File: src/rtl/uart_pkg.sv
// Shared definitions for the UART transmit path: arbiter FSM encoding and frame/baud constants.
// Latency: n/a (package only).
// Backpressure: n/a (package only).
package uart_pkg;

  // Arbiter FSM states; encodings are fixed so other blocks and debug tools can decode them.
  typedef enum logic [1:0] {
    IDLE      = 2'd0,
    ISSUE     = 2'd1,
    WAIT_BUSY = 2'd2,
    WAIT_DONE = 2'd3
  } arb_state_t;

  // 8N1 framing levels used by the transmitter.
  localparam logic START_BIT = 1'b0;
  localparam logic STOP_BIT  = 1'b1;

  // Default clock and line rate shared with the transmitter instance.
  localparam int CLK_HZ       = 50_000_000;
  localparam int BAUD         = 115_200;
  localparam int CLKS_PER_BIT = CLK_HZ / BAUD;

endpackage

File: src/rtl/rr_pick.sv
// Rotate-priority encoder: first set request at or above i_ptr, wrapping to 0.
// Latency: combinational.
// Backpressure: none; o_found is low when no request is set.
// Ports: i_req  - request vector
//        i_ptr  - search start index (must be < N_REQ)
//        o_found - at least one request set
//        o_idx  - chosen requester index
module rr_pick #(
  parameter int N_REQ = 4
) (
  input  logic [N_REQ-1:0] i_req,
  input  logic [2:0]       i_ptr,
  output logic             o_found,
  output logic [2:0]       o_idx
);

  logic [N_REQ-1:0] w_rot;
  logic [2:0]       w_off;
  logic [3:0]       w_sum;

  // Rotate so that bit 0 of w_rot is the requester at i_ptr.
  assign w_rot   = N_REQ'({i_req, i_req} >> i_ptr);
  assign o_found = |i_req;

  always_comb begin
    w_off = 3'd0;
    // Scan downward so the nearest set bit after the pointer is the last one written.
    for (int k = N_REQ - 1; k >= 0; k--) begin
      if (w_rot[k]) w_off = 3'(k);
    end
    w_sum = {1'b0, i_ptr} + {1'b0, w_off};
    o_idx = (w_sum >= 4'(N_REQ)) ? 3'(w_sum - 4'(N_REQ)) : w_sum[2:0];
  end

endmodule

File: src/rtl/uart_tx_arbiter.sv
// Round-robin arbiter sharing one 8N1 UART transmitter among N_REQ byte producers.
// Latency: req to tx_rdy 2 cycles when idle; ack 1 cycle after tx_busy falls.
// Backpressure: requesters hold req until ack; no grant while the transmitter reports busy.
// Ports: i_clk/i_rst       - clock, synchronous active-high reset
//        i_req/i_req_data  - per-requester request and byte ([8i+7:8i])
//        o_ack             - one-cycle completion (or timeout drop) pulse per requester
//        o_grant_id/o_active - requester being served, valid while o_active
//        o_timeout_err     - pulse when tx_busy never rose after tx_rdy
//        o_tx_data/o_tx_rdy/i_tx_busy - transmitter handshake
module uart_tx_arbiter #(
  parameter int N_REQ        = 4,
  parameter int BUSY_TIMEOUT = 16
) (
  input  logic                 i_clk,
  input  logic                 i_rst,
  input  logic [N_REQ-1:0]     i_req,
  input  logic [8*N_REQ-1:0]   i_req_data,
  output logic [N_REQ-1:0]     o_ack,
  output logic [2:0]           o_grant_id,
  output logic                 o_active,
  output logic                 o_timeout_err,
  output logic [7:0]           o_tx_data,
  output logic                 o_tx_rdy,
  input  logic                 i_tx_busy
);
  import uart_pkg::*;

  localparam int                TMR_W    = $clog2(BUSY_TIMEOUT) + 1;
  localparam logic [TMR_W-1:0]  TMR_LAST = TMR_W'(BUSY_TIMEOUT - 1);

  arb_state_t        r_state, w_state_nxt;
  logic [2:0]        r_rr_ptr, w_rr_ptr_nxt;
  logic [TMR_W-1:0]  r_timer, w_timer_nxt;
  logic [2:0]        r_grant_id, w_grant_id_nxt;
  logic              r_active, w_active_nxt;
  logic [N_REQ-1:0]  r_ack, w_ack_nxt;
  logic              r_timeout_err, w_timeout_nxt;
  logic [7:0]        r_tx_data, w_tx_data_nxt;
  logic              r_tx_rdy, w_tx_rdy_nxt;

  logic              w_found;
  logic [2:0]        w_idx;
  logic [7:0]        w_sel_data;
  logic [N_REQ-1:0]  w_grant_onehot;
  logic [2:0]        w_ptr_adv;
  logic              w_finish;

  rr_pick #(.N_REQ(N_REQ)) u_rr_pick (
    .i_req   (i_req),
    .i_ptr   (r_rr_ptr),
    .o_found (w_found),
    .o_idx   (w_idx)
  );

  // Datapath helpers: byte of the winning requester, one-hot of the current grant,
  // and the pointer position just past the current grant.
  always_comb begin
    w_sel_data     = 8'h00;
    w_grant_onehot = '0;
    for (int i = 0; i < N_REQ; i++) begin
      if (w_idx == 3'(i))      w_sel_data        = i_req_data[8*i +: 8];
      if (r_grant_id == 3'(i)) w_grant_onehot[i] = 1'b1;
    end
    w_ptr_adv = (r_grant_id == 3'(N_REQ - 1)) ? 3'd0 : r_grant_id + 3'd1;
  end

  always_ff @(posedge i_clk) begin
    if (i_rst) begin
      r_state       <= IDLE;
      r_rr_ptr      <= 3'd0;
      r_timer       <= '0;
      r_grant_id    <= 3'd0;
      r_active      <= 1'b0;
      r_ack         <= '0;
      r_timeout_err <= 1'b0;
      r_tx_data     <= 8'h00;
      r_tx_rdy      <= 1'b0;
    end else begin
      r_state       <= w_state_nxt;
      r_rr_ptr      <= w_rr_ptr_nxt;
      r_timer       <= w_timer_nxt;
      r_grant_id    <= w_grant_id_nxt;
      r_active      <= w_active_nxt;
      r_ack         <= w_ack_nxt;
      r_timeout_err <= w_timeout_nxt;
      r_tx_data     <= w_tx_data_nxt;
      r_tx_rdy      <= w_tx_rdy_nxt;
    end
  end

  always_comb begin
    w_state_nxt    = r_state;
    w_rr_ptr_nxt   = r_rr_ptr;
    w_timer_nxt    = r_timer;
    w_grant_id_nxt = r_grant_id;
    w_active_nxt   = r_active;
    w_tx_data_nxt  = r_tx_data;
    w_tx_rdy_nxt   = 1'b0;
    w_ack_nxt      = '0;
    w_timeout_nxt  = 1'b0;
    w_finish       = 1'b0;

    case (r_state)
      IDLE: begin
        // A busy transmitter here means a frame left over from before reset; let it drain.
        if (w_found && !i_tx_busy) begin
          w_grant_id_nxt = w_idx;
          w_tx_data_nxt  = w_sel_data;
          w_active_nxt   = 1'b1;
          w_state_nxt    = ISSUE;
        end
      end
      ISSUE: begin
        w_tx_rdy_nxt = 1'b1;
        w_timer_nxt  = '0;
        w_state_nxt  = WAIT_BUSY;
      end
      WAIT_BUSY: begin
        if (i_tx_busy) begin
          w_timer_nxt = '0;
          w_state_nxt = WAIT_DONE;
        end else if (r_timer == TMR_LAST) begin
          w_timeout_nxt = 1'b1;
          w_finish      = 1'b1;
        end else begin
          w_timer_nxt = r_timer + TMR_W'(1);
        end
      end
      WAIT_DONE: begin
        if (!i_tx_busy) w_finish = 1'b1;
      end
      default: w_state_nxt = IDLE;
    endcase

    // Completion and timeout both release the requester and move the pointer past it.
    if (w_finish) begin
      w_ack_nxt    = w_grant_onehot;
      w_active_nxt = 1'b0;
      w_rr_ptr_nxt = w_ptr_adv;
      w_timer_nxt  = '0;
      w_state_nxt  = IDLE;
    end
  end

  assign o_ack         = r_ack;
  assign o_grant_id    = r_grant_id;
  assign o_active      = r_active;
  assign o_timeout_err = r_timeout_err;
  assign o_tx_data     = r_tx_data;
  assign o_tx_rdy      = r_tx_rdy;

endmodule

File: config.mk
export PLATFORM = sky130hd
export DESIGN_NAME = uart_tx_arbiter
export DESIGN_NICKNAME = d
export VERILOG_FILES = /design/src/rtl/uart_pkg.sv /design/src/rtl/rr_pick.sv /design/src/rtl/uart_tx_arbiter.sv
export SDC_FILE = /design/constraint.sdc
export NUM_CORES = 1
export LEC_CHECK = 0
export ABC_AREA = 1
export ABC_CLOCK_PERIOD_IN_PS = 5700
export CAP_MARGIN = 10
export CORE_ASPECT_RATIO = 1.1
export CORE_UTILIZATION = 35
export DETAILED_ROUTE_END_ITERATION = 8
export GPL_ROUTABILITY_DRIVEN = 0
export HOLD_SLACK_MARGIN = 0.06
export PLACE_DENSITY = 0.64
export SLEW_MARGIN = 5
export SYNTH_ARGS = -nofsm -noshare
export SYNTH_HDL_FRONTEND = slang
export SYNTH_SLANG_ARGS = --single-unit
File: constraint.sdc
create_clock -name i_clk -period 5.7 [get_ports i_clk]
set_input_delay 0.57 -clock i_clk [delete_from_list [all_inputs] [get_ports i_clk]]
set_output_delay 0.57 -clock i_clk [all_outputs]
set_load 0.02 [all_outputs]
==> qor.txt <==
Rows: 26
WP depth: 16
Buf+Inv Stages, Crit Path: 3
Mux contribution to synthesized area: 0%
Share of the synthesized area in the top cell type: 32.2%
Asr flop ratio synth: 0%
DRC violation count after routing: 0
Slew HR: 76.0%
Crit-path max cell delay: 0.73 ns
Post-Synth Adder-Cell Area: 10.5%
PortBufs: 56
# diodes: 0
Crit Reg-Reg Startpoint: r_rr_ptr[0]$_SDFFE_PP0P_
Die Wd: 69.3 um
Fin crit period: 3.06 ns
Synthesis-stage register bit count: 28
Ratio of cells with drive above 1 in the final layout: 9.80%
Final setup skew: 0.00348 ns
Synth warnings: 0
Clk root buf: clkbuf_8
Main combinational cell family by area after synthesis: simple AND/OR/NAND/NOR gates
Setup violations, final: 0
Most numerous cell in the Yosys netlist: nand2_1
Total wire length: 4.03 mm
Reg2reg setup slack: 2.97 ns
Final period util: 53.8%
Routed Antenna Nets: 0
CP max FO: 8
Critical Path AT: 3.23 ns
Core area: 0.00472 mm^2
Crit Reg-Reg Endpoint: o_tx_data[3]$_SDFFE_PP0P_
Pin count of the biggest net entering global routing: 29
CTS tree: done
Post-cts gate resize count: 0
Final Core Density: 51.0%
GR Util met2: 28.4%
Die Ht: 76.0 um
Top cell types by occurrence after synthesis: nand2_1, nand3_1, nor2_1, dfxtp_1, inv_1
Status: complete, no violations
Synth Area in Simple Gates: 40.0%
Pre-antenna DRT Iters: 4
Final setup TNS: 0 ns
Global route overflow: 0
Wire length per cell: 11.1 um
Design Area, Final: 0.00241 mm^2
Vias/cell: 4.73
CP Cell Sequence: clkdlybuf4s50_1, nand2_1, and2_1, o21ai_1, inv_1, a21oi_1, nor2_1, ha_1, fa_1, inv_2, nor2_4, nand2_1, nor2_1, nor2_1, nand2_1, a21oi_2
Cell depth of the worst flop-to-flop path: 15
Leakage power: 0.00106 uW
Cts-stage hold buffer count: 0
Critical path launch point type: primary input
Io pins: 57
Clock Latency Late Sink: 0.27 ns
Largest delay share family, worst path: adder cells
Hold WC Path Type: reg2reg
RSZ-0062 raised after global routing: false
Met3 Use GR: 3.97%
Actual slew at the worst max-slew pin: 0.360 ns
DR vias: 1711
Predominant post-synthesis flop cell: dfxtp_1
Synth cell types: 28
Gr usage total: 16.1%
Mapped Avg Cell Area: 6.99 um^2
Vias in the first global route: 1704
Max Slew Vio Count: 0
TritonCTS Buffers: 3
Setup Crit Path Kind: in2reg
EDFF count, synth: 0
Sequential area share after synthesis: 32.2%
Full die area: 0.00526 mm^2
Fill cells: 492
HPWL Detailed: 3.22 mm
Clock transition at the registers of the reported paths: 0.10 ns
Initial Utilization: 36.9%
Area delta synth->final: 38.1%
Synth Area in Compound Gates: 9.63%
Number of max-cap violations: 0
Initial antenna violation count: 0
Setup bufs post-CTS: 0
First-pass GRT wire length: 7.16 mm
Xor/xnor share of the synthesized area: 0%
Final Hold Viols: 0
Placed cell area: 0.00235 mm^2
Worst Setup End Kind: flop
Worst setup startpoint: i_req[1]
Peak supply drop: 0.163 mV
Synthesized area: 0.00174 mm^2
H-tree depth: 1
Syn_nets: 302
Post-synth top area cell: dfxtp_1
Synth Instances: 249
Final-stage net count: 360
CP required: 5.86 ns
Global routing met1 resource utilization: 19.4%
Synth top area cells: dfxtp_1, nand3_1, nand2_1
GRT Max-Usage Layer: met2
Fmax: 0.326 GHz
Initial DRC Count: 64
TritonCTS Sinks: 28
Crit path capture: o_tx_data[3]$_SDFFE_PP0P_
Max stage delay cell, worst path: fa_1
Clock Path Buffers: 2
Power density over the cells: 318 mW/mm^2
worst min path at each step:
| stage | cells past startpoint | to | slack, ns | start |
|---|---|---|---|---|
| after global routing | 1 | o_active$_SDFFE_PP0P_ | 0.50 | o_active$_SDFFE_PP0P_ |
| final | 2 | r_timer[4]$_SDFFE_PP0P_ | 0.47 | r_timer[4]$_SDFFE_PP0P_ |
| after global placement | 2 | r_timer[4]$_SDFFE_PP0P_ | 0.45 | r_timer[4]$_SDFFE_PP0P_ |
| after CTS | 2 | r_timer[4]$_SDFFE_PP0P_ | 0.47 | r_timer[4]$_SDFFE_PP0P_ |
| after floorplan | 2 | r_timer[4]$_SDFFE_PP0P_ | 0.43 | r_timer[4]$_SDFFE_PP0P_ |
| after detailed placement | 2 | r_timer[4]$_SDFFE_PP0P_ | 0.46 | r_timer[4]$_SDFFE_PP0P_ |
area by class of cell:
cell class	count	area, um^2	share of cell area (%)
clock buffer	4	55.1	2.29
inverter	30	113	4.68
multi-input combinational	188	1050	43.5
sequential	28	561	23.3
tap	56	70.1	2.91
timing repair buffer	56	561	23.3
cell usage in the layout, fill, tap and decap left out, types with 2 or more instances in the layout:
master,Yosys,routed
and2_1,2,2
nand2_2,4,4
a21oi_1,7,7
inv_2,6,6
ha_1,13,13
nand2_1,49,49
clkdlybuf4s50_1,0,56
o21ai_0,17,17
inv_1,24,24
nor2_1,37,37
clkbuf_8,0,4
nand3_1,37,37
nor2_2,3,3
nand3_2,2,2
nand2_4,3,3
dfxtp_1,28,28
nor2_4,3,3
where the power goes:
group | switching [uW] | total [uW] | internal (uW)
clock network | 63.9 | 126 | 61.8
registers | 27.1 | 260 | 233
logic | 219 | 379 | 160
kinds of logic (layout without fill, tap and decap cells):
group | Yosys count | count (layout)
compound gates | 30 | 30
fa+ha+maj | 14 | 14
buf+inv | 33 | 90
flops | 28 | 28
simple gates | 144 | 144
sequential cells by signal, summed over array words and instances, names as in the netlist:
signal and cells:
o_active 1, r_rr_ptr 3, o_tx_rdy 1, o_tx_data 8, r_state 2, o_ack 4
r_timer 5, o_grant_id 3, o_timeout_err 1
metal layers:
layer  wire [um]  vias up
met5           0        -
li1            -      917
met2        1920       51
met4          33        0
met3         258        5
met1        1820      738
through the flow:
stage          hold WS [ns]  std cells  power, uW  setup slack, ns
2_1_floorplan         0.435        249        517             3.10
3_3_place_gp          0.450        358        641             2.37
3_5_place_dp          0.460        358        646             2.32
4_1_cts               0.475        362        773             2.61
5_1_grt               0.504        362        830             2.39
6_report              0.467        362        765             2.64
worst register-to-register path: stages, from the launching register on:
cell and delay, ns:
dfxtp_1 0.45, inv_2 0.09, nand2_1 0.06, and2_1 0.14, o21ai_0 0.11, a21oi_1 0.16
nor2_1 0.05, ha_1 0.22, fa_1 0.73, inv_2 0.08, nor2_4 0.19, nand2_1 0.08
nor2_1 0.09, nor2_1 0.05, nand2_1 0.06, a21oi_2 0.05
(Power assumes the default switching activity.)
